$ cat src/rtl/conv_mul_mac_pipe_if.sv
// ---------------------------------------------------------------------------
// conv_mul_mac_pipe_if
// Streaming bus between a tap producer (line-buffer / weight fetch or an HLS
// control FSM) and the conv_mul_mac_pipe multiply-accumulate core.
//
// Signals:
//   ce        clock enable; 0 freezes the whole core
//   in_valid  din0/din1/acc_en/acc_clr carry a tap this cycle
//   acc_en    1 = add product to running sum, 0 = load product
//   acc_clr   with acc_en = 1, start a new window (previous sum taken as 0)
//   din0      signed pixel/activation operand
//   din1      signed weight operand
//   out_valid dout holds a freshly produced result
//   dout      accumulator contents, two's complement
//   sat_flag  (CONV_MUL_MAC_SAT_EN builds only) result was clamped
//
// Modports: master = tap producer, slave = multiply-accumulate core.
// Optional feature macro: CONV_MUL_MAC_SAT_EN adds sat_flag.
// ---------------------------------------------------------------------------
interface conv_mul_mac_pipe_if #(
  parameter int din0_WIDTH = 16,
  parameter int din1_WIDTH = 8,
  parameter int dout_WIDTH = 32
);
  logic                         ce;
  logic                         in_valid;
  logic                         acc_en;
  logic                         acc_clr;
  logic signed [din0_WIDTH-1:0] din0;
  logic signed [din1_WIDTH-1:0] din1;
  logic                         out_valid;
  logic signed [dout_WIDTH-1:0] dout;
`ifdef CONV_MUL_MAC_SAT_EN
  logic                         sat_flag;

  modport master (
    output ce, in_valid, acc_en, acc_clr, din0, din1,
    input  out_valid, dout, sat_flag
  );

  modport slave (
    input  ce, in_valid, acc_en, acc_clr, din0, din1,
    output out_valid, dout, sat_flag
  );
`else
  modport master (
    output ce, in_valid, acc_en, acc_clr, din0, din1,
    input  out_valid, dout
  );

  modport slave (
    input  ce, in_valid, acc_en, acc_clr, din0, din1,
    output out_valid, dout
  );
`endif
endinterface

$ cat src/rtl/conv_mul_mac_pipe.sv
// ---------------------------------------------------------------------------
// conv_mul_mac_pipe
// Pipelined signed multiplier with an optional running-sum accumulator, used
// to build convolution dot products one tap per enabled cycle.
//
// Ports:
//   clk    rising-edge clock
//   reset  synchronous, active-high; clears every register, wins over ce
//   bus    conv_mul_mac_pipe_if.slave (ce, in_valid, acc_en, acc_clr,
//          din0, din1 in; out_valid, dout [, sat_flag] out)
//
// Parameters:
//   ID          instance tag, no functional effect
//   NUM_STAGE   latency in enabled edges from accept to out_valid (1..6)
//   din0_WIDTH  width of signed din0
//   din1_WIDTH  width of signed din1
//   dout_WIDTH  accumulator width (8..48)
//
// Optional feature macro: CONV_MUL_MAC_SAT_EN
//   undefined: product truncation and accumulation wrap modulo 2^dout_WIDTH
//   defined:   both saturate to the dout_WIDTH signed range, sat_flag marks
//              clamped results
//
// Stage layout (NUM_STAGE >= 2): stage 1 registers operands and control,
// stages 2..NUM_STAGE-1 carry the fitted product with its control, the last
// stage updates the accumulator. NUM_STAGE = 1 feeds the multiplier straight
// into the accumulator register.
// ---------------------------------------------------------------------------
module conv_mul_mac_pipe #(
  parameter logic [31:0] ID         = 32'd1,
  parameter int          NUM_STAGE  = 3,
  parameter int          din0_WIDTH = 16,
  parameter int          din1_WIDTH = 8,
  parameter int          dout_WIDTH = 32
) (
  input logic              clk,
  input logic              reset,
  conv_mul_mac_pipe_if.slave bus
);

  localparam int PW = din0_WIDTH + din1_WIDTH;
  localparam int DW = dout_WIDTH;
  localparam int EW = (PW > DW) ? PW : DW;

`ifdef CONV_MUL_MAC_SAT_EN
  // Carried product word is {clamped, value}.
  localparam int CW = DW + 1;
  localparam int XW = EW + 1;
  localparam logic signed [XW-1:0] MAX_X = {{(XW-DW+1){1'b0}}, {(DW-1){1'b1}}};
  localparam logic signed [XW-1:0] MIN_X = {{(XW-DW+1){1'b1}}, {(DW-1){1'b0}}};
  localparam logic signed [DW-1:0] MAX_D = {1'b0, {(DW-1){1'b1}}};
  localparam logic signed [DW-1:0] MIN_D = {1'b1, {(DW-1){1'b0}}};
`else
  localparam int CW = DW;
`endif

  // Full-precision signed product; operands are widened first so no
  // partial product is lost.
  function automatic logic signed [PW-1:0] mul_full(
    input logic signed [din0_WIDTH-1:0] a,
    input logic signed [din1_WIDTH-1:0] b
  );
    mul_full = PW'(a) * PW'(b);
  endfunction

`ifdef CONV_MUL_MAC_SAT_EN
  // Fit the product into DW bits, clamping when it does not fit.
  function automatic logic [CW-1:0] fit_prod(input logic signed [PW-1:0] p);
    logic signed [XW-1:0] ext;
    ext = XW'(p);
    if (ext > MAX_X)
      fit_prod = {1'b1, MAX_D};
    else if (ext < MIN_X)
      fit_prod = {1'b1, MIN_D};
    else
      fit_prod = {1'b0, ext[DW-1:0]};
  endfunction

  // Saturating add; the extra sum bit disagreeing with the sign bit means
  // the true sum left the DW-bit range.
  function automatic logic [DW:0] add_acc(
    input logic signed [DW-1:0] acc,
    input logic signed [DW-1:0] p
  );
    logic signed [DW:0] s;
    s = {acc[DW-1], acc} + {p[DW-1], p};
    if (s[DW] != s[DW-1])
      add_acc = s[DW] ? {1'b1, MIN_D} : {1'b1, MAX_D};
    else
      add_acc = {1'b0, s[DW-1:0]};
  endfunction
`else
  // Sign-extend or keep the low DW bits of the product.
  function automatic logic [CW-1:0] fit_prod(input logic signed [PW-1:0] p);
    logic signed [EW-1:0] ext;
    ext = EW'(p);
    fit_prod = ext[DW-1:0];
  endfunction

  // Modular add.
  function automatic logic signed [DW-1:0] add_acc(
    input logic signed [DW-1:0] acc,
    input logic signed [DW-1:0] p
  );
    add_acc = acc + p;
  endfunction
`endif

  // Inputs to the accumulator stage, whatever the pipeline depth.
  logic          fin_vld;
  logic          fin_en;
  logic          fin_clr;
  logic [CW-1:0] fin_word;

  generate
    if (NUM_STAGE == 1) begin : g_comb
      assign fin_vld  = bus.in_valid;
      assign fin_en   = bus.acc_en;
      assign fin_clr  = bus.acc_clr;
      assign fin_word = fit_prod(mul_full(bus.din0, bus.din1));
    end else begin : g_pipe
      logic                         vld_p1;
      logic                         en_p1;
      logic                         clr_p1;
      logic signed [din0_WIDTH-1:0] a_p1;
      logic signed [din1_WIDTH-1:0] b_p1;
      logic [CW-1:0]                word_p1;

      // ---- stage 1: operand and control capture ----
      always_ff @(posedge clk) begin
        if (reset) begin
          vld_p1 <= 1'b0;
          en_p1  <= 1'b0;
          clr_p1 <= 1'b0;
          a_p1   <= '0;
          b_p1   <= '0;
        end else if (bus.ce) begin
          vld_p1 <= bus.in_valid;
          en_p1  <= bus.acc_en;
          clr_p1 <= bus.acc_clr;
          a_p1   <= bus.din0;
          b_p1   <= bus.din1;
        end
      end

      assign word_p1 = fit_prod(mul_full(a_p1, b_p1));

      if (NUM_STAGE == 2) begin : g_direct
        assign fin_vld  = vld_p1;
        assign fin_en   = en_p1;
        assign fin_clr  = clr_p1;
        assign fin_word = word_p1;
      end else begin : g_carry
        localparam int LAST = NUM_STAGE - 1;

        logic          vld_pn  [2:LAST];
        logic          en_pn   [2:LAST];
        logic          clr_pn  [2:LAST];
        logic [CW-1:0] word_pn [2:LAST];

        // ---- stages 2..NUM_STAGE-1: product and control carry ----
        always_ff @(posedge clk) begin
          if (reset) begin
            for (int s = 2; s <= LAST; s++) begin
              vld_pn[s]  <= 1'b0;
              en_pn[s]   <= 1'b0;
              clr_pn[s]  <= 1'b0;
              word_pn[s] <= '0;
            end
          end else if (bus.ce) begin
            vld_pn[2]  <= vld_p1;
            en_pn[2]   <= en_p1;
            clr_pn[2]  <= clr_p1;
            word_pn[2] <= word_p1;
            for (int s = 3; s <= LAST; s++) begin
              vld_pn[s]  <= vld_pn[s-1];
              en_pn[s]   <= en_pn[s-1];
              clr_pn[s]  <= clr_pn[s-1];
              word_pn[s] <= word_pn[s-1];
            end
          end
        end

        assign fin_vld  = vld_pn[LAST];
        assign fin_en   = en_pn[LAST];
        assign fin_clr  = clr_pn[LAST];
        assign fin_word = word_pn[LAST];
      end
    end
  endgenerate

  logic                 out_vld;
  logic signed [DW-1:0] acc;
  logic signed [DW-1:0] fin_prod;

  assign fin_prod = fin_word[DW-1:0];

`ifdef CONV_MUL_MAC_SAT_EN
  logic          fin_psat;
  logic [DW:0]   sum_word;
  logic          sat_r;

  assign fin_psat = fin_word[DW];
  assign sum_word = add_acc(acc, fin_prod);
`endif

  // ---- final stage: accumulator update ----
  // Bubbles clear out_valid but leave acc (and sat_flag) untouched so a
  // running sum survives gaps in the tap stream.
  always_ff @(posedge clk) begin
    if (reset) begin
      out_vld <= 1'b0;
      acc     <= '0;
`ifdef CONV_MUL_MAC_SAT_EN
      sat_r   <= 1'b0;
`endif
    end else if (bus.ce) begin
      out_vld <= fin_vld;
      if (fin_vld) begin
        if (fin_en && !fin_clr) begin
`ifdef CONV_MUL_MAC_SAT_EN
          acc   <= sum_word[DW-1:0];
          sat_r <= sum_word[DW] | fin_psat;
`else
          acc   <= add_acc(acc, fin_prod);
`endif
        end else begin
          acc   <= fin_prod;
`ifdef CONV_MUL_MAC_SAT_EN
          sat_r <= fin_psat;
`endif
        end
      end
    end
  end

  assign bus.out_valid = out_vld;
  assign bus.dout      = acc;
`ifdef CONV_MUL_MAC_SAT_EN
  assign bus.sat_flag  = sat_r;
`endif

endmodule

$ cat src/flat_wrapper.sv
// flat-port wrapper written by rule: the top's interface ports become plain ports
module conv_mul_mac_pipe_flat 
#(
  parameter logic [31:0] ID         = 32'd1,
  parameter int          NUM_STAGE  = 3,
  parameter int          din0_WIDTH = 16,
  parameter int          din1_WIDTH = 8,
  parameter int          dout_WIDTH = 32
)
  (clk, reset, bus_ce, bus_in_valid, bus_acc_en, bus_acc_clr, bus_din0, bus_din1, bus_out_valid, bus_dout);
  conv_mul_mac_pipe_if #(.din0_WIDTH(din0_WIDTH), .din1_WIDTH(din1_WIDTH), .dout_WIDTH(dout_WIDTH)) bus_i ();
  input logic clk;
  input logic reset;
  input wire logic [$bits(bus_i.ce)-1:0] bus_ce;
  input wire logic [$bits(bus_i.in_valid)-1:0] bus_in_valid;
  input wire logic [$bits(bus_i.acc_en)-1:0] bus_acc_en;
  input wire logic [$bits(bus_i.acc_clr)-1:0] bus_acc_clr;
  input wire logic [$bits(bus_i.din0)-1:0] bus_din0;
  input wire logic [$bits(bus_i.din1)-1:0] bus_din1;
  output wire logic [$bits(bus_i.out_valid)-1:0] bus_out_valid;
  output wire logic [$bits(bus_i.dout)-1:0] bus_dout;
  assign bus_i.ce = bus_ce;
  assign bus_i.in_valid = bus_in_valid;
  assign bus_i.acc_en = bus_acc_en;
  assign bus_i.acc_clr = bus_acc_clr;
  assign bus_i.din0 = bus_din0;
  assign bus_i.din1 = bus_din1;
  assign bus_out_valid = bus_i.out_valid;
  assign bus_dout = bus_i.dout;
  conv_mul_mac_pipe #(.ID(ID), .NUM_STAGE(NUM_STAGE), .din0_WIDTH(din0_WIDTH), .din1_WIDTH(din1_WIDTH), .dout_WIDTH(dout_WIDTH)) u_core (.clk(clk), .reset(reset), .bus(bus_i));
endmodule
$ cat config.mk
export PLATFORM = sky130hd
export DESIGN_NAME = conv_mul_mac_pipe_flat
export DESIGN_NICKNAME = d
export VERILOG_FILES = /design/src/rtl/conv_mul_mac_pipe_if.sv /design/src/rtl/conv_mul_mac_pipe.sv /design/src/flat_wrapper.sv
export SDC_FILE = /design/constraint.sdc
export NUM_CORES = 1
export LEC_CHECK = 0
export BUFFER_PORTS_ARGS = -buffer_cell sky130_fd_sc_hd__buf_4
export CAP_MARGIN = 40
export CORE_AREA = 8 8 147 135
export DETAILED_ROUTE_END_ITERATION = 10
export DIE_AREA = 0 0 155 143
export PLACE_DENSITY = 0.73
export SLEW_MARGIN = 5
export SYNTH_ARGS = -nofsm -noshare
export SYNTH_HDL_FRONTEND = slang
export SYNTH_SLANG_ARGS = --single-unit
$ cat constraint.sdc
create_clock -name clk -period 6.9 [get_ports clk]
set_clock_uncertainty 0.15 [all_clocks]
set_input_delay 0.345 -clock clk [delete_from_list [all_inputs] [get_ports clk]]
set_output_delay 0.345 -clock clk [all_outputs]
set_load 0.01 [all_outputs]
== Yosys cells after proc, flatten, opt, wreduce, memory -nomap -nowiden ==
Memories as Yosys holds them, arrays and structs flattened.
Index checks and enable logic that the tools add are counted.

* Input bits: 30
* Register bits: 60
* Memories kept: 4
* Bits in writable memories: 35
* Word-level logic and storage cells: 30
* Output and inout bits: 33

* Reduce and logical (&&, ||, !) cells: 3
* $add $sub $neg: 1
* Bitwise gates (word level): 4
* Multiply operators: 1
* Multiplexer cells: 10

{| class="wikitable"
|+ Memory list
! memory !! words !! width !! read ports !! clocked after Yosys merged registers in !! wr ports !! line !! source
|-
| u_core.g_pipe.g_carry.word_pn || 1 || 32 || 1 || 0 || 1 || conv_mul_mac_pipe.sv:159 || <nowiki>logic [CW-1:0] word_pn [2:LAST];</nowiki>
|-
| u_core.g_pipe.g_carry.clr_pn || 1 || 1 || 1 || 0 || 1 || conv_mul_mac_pipe.sv:158 || <nowiki>logic clr_pn [2:LAST];</nowiki>
|-
| u_core.g_pipe.g_carry.en_pn || 1 || 1 || 1 || 0 || 1 || conv_mul_mac_pipe.sv:157 || <nowiki>logic en_pn [2:LAST];</nowiki>
|-
| u_core.g_pipe.g_carry.vld_pn || 1 || 1 || 1 || 0 || 1 || conv_mul_mac_pipe.sv:156 || <nowiki>logic vld_pn [2:LAST];</nowiki>
|}

{| class="wikitable"
|+ Operators with widths
! operator !! number
|-
| 32-bit 2-to-1 mux || 2
|-
| 32-bit adder || 1
|-
| 16-bit by 8-bit multiplier with 24-bit output || 1
|-
| 1-bit 2-to-1 mux || 8
|-
| 1-bit bitwise OR || 4
|-
| 2-bit AND reduction || 1
|-
| 1-bit logical AND || 1
|-
| 1-bit zero test || 1
|}

== Logic depth before layout (Yosys ltp) ==
* Word-level depth: 4
* Gate-level depth with buffers: 20
* Mapped depth without buffers: 19

== Worst setup path before layout ==
Ideal clock, no wire load.

* Path type: flip-flop to flip-flop
* From: register u_core.g_pipe.b_p1[7]
* To: memory u_core.g_pipe.g_carry.word_pn[2][18] (netlist name), data pin
* Path buffers: 1
* Clock period less this slack: 5.110 ns
* Setup slack: 1.790 ns
* Setup time: 0.266 ns
* Cell stages (with the launch flop): 18
* Arrival: 4.694 ns
* Required time: 6.484 ns
* Cells stage by stage: dfxtp_1 > inv_1 > buf_1 > nor2_1 > fa_1 > fa_1 > fa_1 > inv_1 > fa_1 > inv_1 > ha_1 > a2111oi_0 > a211o_1 > a21oi_1 > or3_1 > a21oi_1 > xor2_1 > nor2_1

* Cells in the longest elaborated chain, start to end: 2

{| class="wikitable"
|+ RTL lines
! element !! line !! source
|-
| from (decl) || conv_mul_mac_pipe.sv:126 || <nowiki>logic signed [din1_WIDTH-1:0] b_p1;</nowiki>
|-
| from (signal assigned) || conv_mul_mac_pipe.sv:142 || <nowiki>b_p1 <= bus.din1;</nowiki>
|-
| 16-bit by 8-bit multiplier with 24-bit output || conv_mul_mac_pipe.sv:63 || <nowiki>mul_full = PW'(a) * PW'(b);</nowiki>
|-
| 32-bit 2-to-1 mux (no line) || -- ||
|-
| to (decl) || conv_mul_mac_pipe.sv:159 ||
|}

Every way passes these cells.

== Worst setup path in the final report ==
* From: register u_core.g_pipe.b_p1[7]
* To: memory u_core.g_pipe.g_carry.word_pn[2][30] (netlist name), data pin

The elaborated chain is that of the path after synthesis.

==> results.py <==
metrics = {
    "floorplanning": {
        "initial_core_util": 0.542,
        "rows": 46,
        "io_pins": 63,
        "core_area_sq_mm": 0.0173,
        "die_area_sq_mm": 0.0222,
        "die_h_um": 143,
        "die_w_um": 155,
    },
    "cells_and_area": {
        "final_cells": 1343,
        "multiInputGateArea_sq_mm": 0.00666,
        "drive_gt1_frac": 0.0898,
        "finalNetCount": 1308,
        "final-seq-area_sq_mm": 0.00201,
        "syn_to_final_growth_pct": 9.70,
        "fill_cells": 1548,
        "diodes": 0,
    },
    "timing": {
        "tns_ns": 0,
        "worstMarginPinSlew_ns": 0.775,
        "drv_slew": 0,
        "setup_viol": 0,
        "hold_ws_ns": 0.0611,
        "max_freq_mhz": 180,
        "min_period_over_period": 0.804,
        "hold_viol": 0,
        "relSlewSlack": 0.483,
        "rsz0062_at_grt": "no",
        "layout_min_cycle_time_ns": 5.55,
    },
    "clock_tree": {
        "ctsResizeCount": 0,
        "htree_levels": 3,
        "cts_root_buffer": "clkbuf_16",
        "tritoncts": "built",
        "clock_sinks": 87,
        "cts.reportedPaths.clkPinSlew_ns": 0.08,
        "numCtsBuffers": 9,
        "clockBufferDepth": 2,
        "ctsHoldBuffers": 0,
        "clk_latency_ns": 0.36,
        "cts_setup_buffers": 0,
    },
    "worst_hold_path": {
        "hold_start": "bus_din0[13]",
        "min_path_type": "in2reg",
    },
    "synthesis": {
        "synth_area_per_cell_sq_um": 8.85,
        "yosysSeqAreaShare": 0.214,
        "synth_ff_type": "dfxtp_1",
        "synth_cell_types": 65,
        "synth_edf_count": 27,
        "synth_nets": 1271,
        "synthArstFlopShare": 0,
        "netlist_area_sq_mm": 0.00939,
        "synth_warnings": 0,
        "syn_inst": 1061,
        "ys_ff_latch": 87,
    },
    "global_routing": {
        "gr-total-overflow": 0,
        "grt_usage": 0.193,
        "grt_pass1_vias": 7142,
        "grt_max_degree": 66,
        "grt_antenna_before_repair": 0,
        "grt_pass1_wl_um": 35000,
    },
    "power_and_ir_drop": {
        "p_per_area_mw_per_mm2": 149,
        "vdd_drop_max_mv": 0.116,
        "power.leakage_nw": 4.92,
    },
    "route": {
        "ant_nets": 0,
        "drt_iter0_drc": 312,
        "vias": 7116,
        "drc": 0,
        "drt-total-wl_um": 20400,
        "wire_per_inst_um": 15.2,
        "dr.pass1.iters": 4,
        "vias_per_cell": 5.30,
    },
    "critical_path": {
        "endpoint_kind": "flop",
        "startpoint": "u_core.g_pipe.b_p1[7]",
        "cp_common_cell": "fa_1",
        "required_ns": 6.84,
        "slowest_stage": "fa_1",
        "crit_buf_inv": 3,
        "cp_data_arrival_time_ns": 5.49,
        "critPathTopFamily": "adder cells",
        "worst-setup-path-type": "reg2reg",
        "reg2reg_from": "u_core.g_pipe.b_p1[7]",
        "crit_fanout": 15,
        "slowest_delay_ns": 0.54,
        "worstPathCellList": "inv_1, nor2_1, fa_1, fa_1, fa_1, inv_1, fa_1, inv_1, ha_1, a211oi_1, o211ai_1, a41oi_1, o21ai_1, a41o_1, o21a_1, nor2_1, xnor2_1, nor2_1",
        "crit_path_start_kind": "flop",
    },
    "place": {
        "dp_hpwl_um": 15800,
        "dp_cells": 1327,
        "portBuffers": 62,
        "gp_congestion": 0.879,
    },
    "job": {
        "max_cap_viol_count": 0,
    },
    "status": {
        "outcome": "finished, final reports clean",
    },
}
where the power goes:
part / switching, W / internal (W) / total (W) / leakage, nW
Clock: 0.000253 / 0.000257 / 0.000510 / 0.145
Sequential: 0.0000456 / 0.000562 / 0.000608 / 0.792
Combinational: 0.000237 / 0.000181 / 0.000418 / 3.98
per-layer routing:
metal  track usage  share of wire
met1         0.265           0.49
met2         0.311           0.45
met3        0.0338          0.042
met4        0.0515          0.014
met5             0              0
worst paths after layout:
kind,depth (start not counted),slack [ns],endpoint
worst min-delay path,3,0.06,u_core.g_pipe.a_p1[13]
worst min register to register,2,0.33,u_core.bus.out_valid
worst max-delay path,18,1.35,u_core.g_pipe.g_carry.word_pn[2][30]
worst max register to register,18,1.35,u_core.g_pipe.g_carry.word_pn[2][30]
stage by stage:
stage	total power (W)	cell area (sq um)	utilization	setup slack, ns
floorplan	0.000930	9390	-	1.79
global placement	0.00103	10000	0.577	1.60
detailed placement	0.00104	10000	0.577	1.43
CTS	0.00155	10300	0.595	1.41
global route	0.00163	10300	0.595	0.961
finish	0.00154	10300	0.595	1.35
synthesized netlist by cell type, types with 9 or more instances:
cell / count / area share
a211oi_1: 13 / 0.010
a21o_1: 14 / 0.011
a21oi_1: 46 / 0.025
a311oi_1: 16 / 0.015
and2_1: 99 / 0.066
clkbuf_1: 25 / 0.010
dfxtp_1: 60 / 0.13
edfxtp_1: 27 / 0.086
fa_1: 104 / 0.22
ha_1: 76 / 0.10
inv_1: 147 / 0.059
mux2i_1: 30 / 0.032
nand2_1: 81 / 0.032
nand3_1: 12 / 0.0064
nor2_1: 109 / 0.044
nor2b_1: 9 / 0.0060
nor3_1: 16 / 0.0085
o21ai_0: 25 / 0.013
o21ai_1: 12 / 0.0064
xnor2_1: 22 / 0.021
xor2_1: 17 / 0.016
flip-flops by register name, summed over array words and instances, names as in the netlist:
name                           count
u_core.g_pipe.clr_p1               1
u_core.g_pipe.en_p1                1
u_core.g_pipe.g_carry.clr_pn       1
u_core.g_pipe.g_carry.word_pn     24
u_core.g_pipe.g_carry.vld_pn       1
u_core.bus.dout                   32
u_core.g_pipe.vld_p1               1
u_core.bus.out_valid               1
u_core.g_pipe.a_p1                16
u_core.g_pipe.b_p1                 8
u_core.g_pipe.g_carry.en_pn        1
final cells by class:
cell class	count	area share
Tap cell	240	0.0292
Clock inverter	7	0.00729
Timing Repair Buffer	64	0.0466
Multi-Input combinational cell	789	0.646
Sequential cell	87	0.195
Inverter	147	0.0536
Clock buffer	9	0.0219
cells in the final DEF (no fill, tap or decap), drive strengths merged, types with 4 or more instances in the layout:
cell type / instances
a21o: 14
or3: 4
a21oi: 49
nand2b: 9
dfxtp: 60
nor2b: 9
nand4: 7
buf: 64
mux2i: 30
nor2: 110
nor3: 16
nand3: 12
xor2: 17
clkbuf: 9
a311oi: 17
o21ai: 38
nand2: 82
edfxtp: 27
xnor2: 22
a211oi: 14
and2: 99
o211ai: 8
fa: 104
o21a: 8
inv: 151
ha: 76
a31oi: 4
worst reg2reg max path, delay by kind of cell, from the launching register on:
family                     cells  cell delay, ns
buffers and inverters          3            0.50
DFF                            1            0.34
AOI/OAI and AO/OA              6            1.48
xor gates and xnor gates       1            0.12
and+or+nand+nor                3            0.31
adders and majority gates      5            2.35
cell families after synthesis:
| family | share of synthesized area |
|---|---|
| XOR/XNOR | 0.0364 |
| adder cells (fa/ha/maj) | 0.323 |
| AND/OR/NAND/NOR | 0.189 |
| buffers and inverters | 0.0771 |
| multiplexers | 0.0332 |
| AO/OA/AOI/OAI | 0.127 |
| flip-flops | 0.214 |
Power figures use the tool's default switching activity.
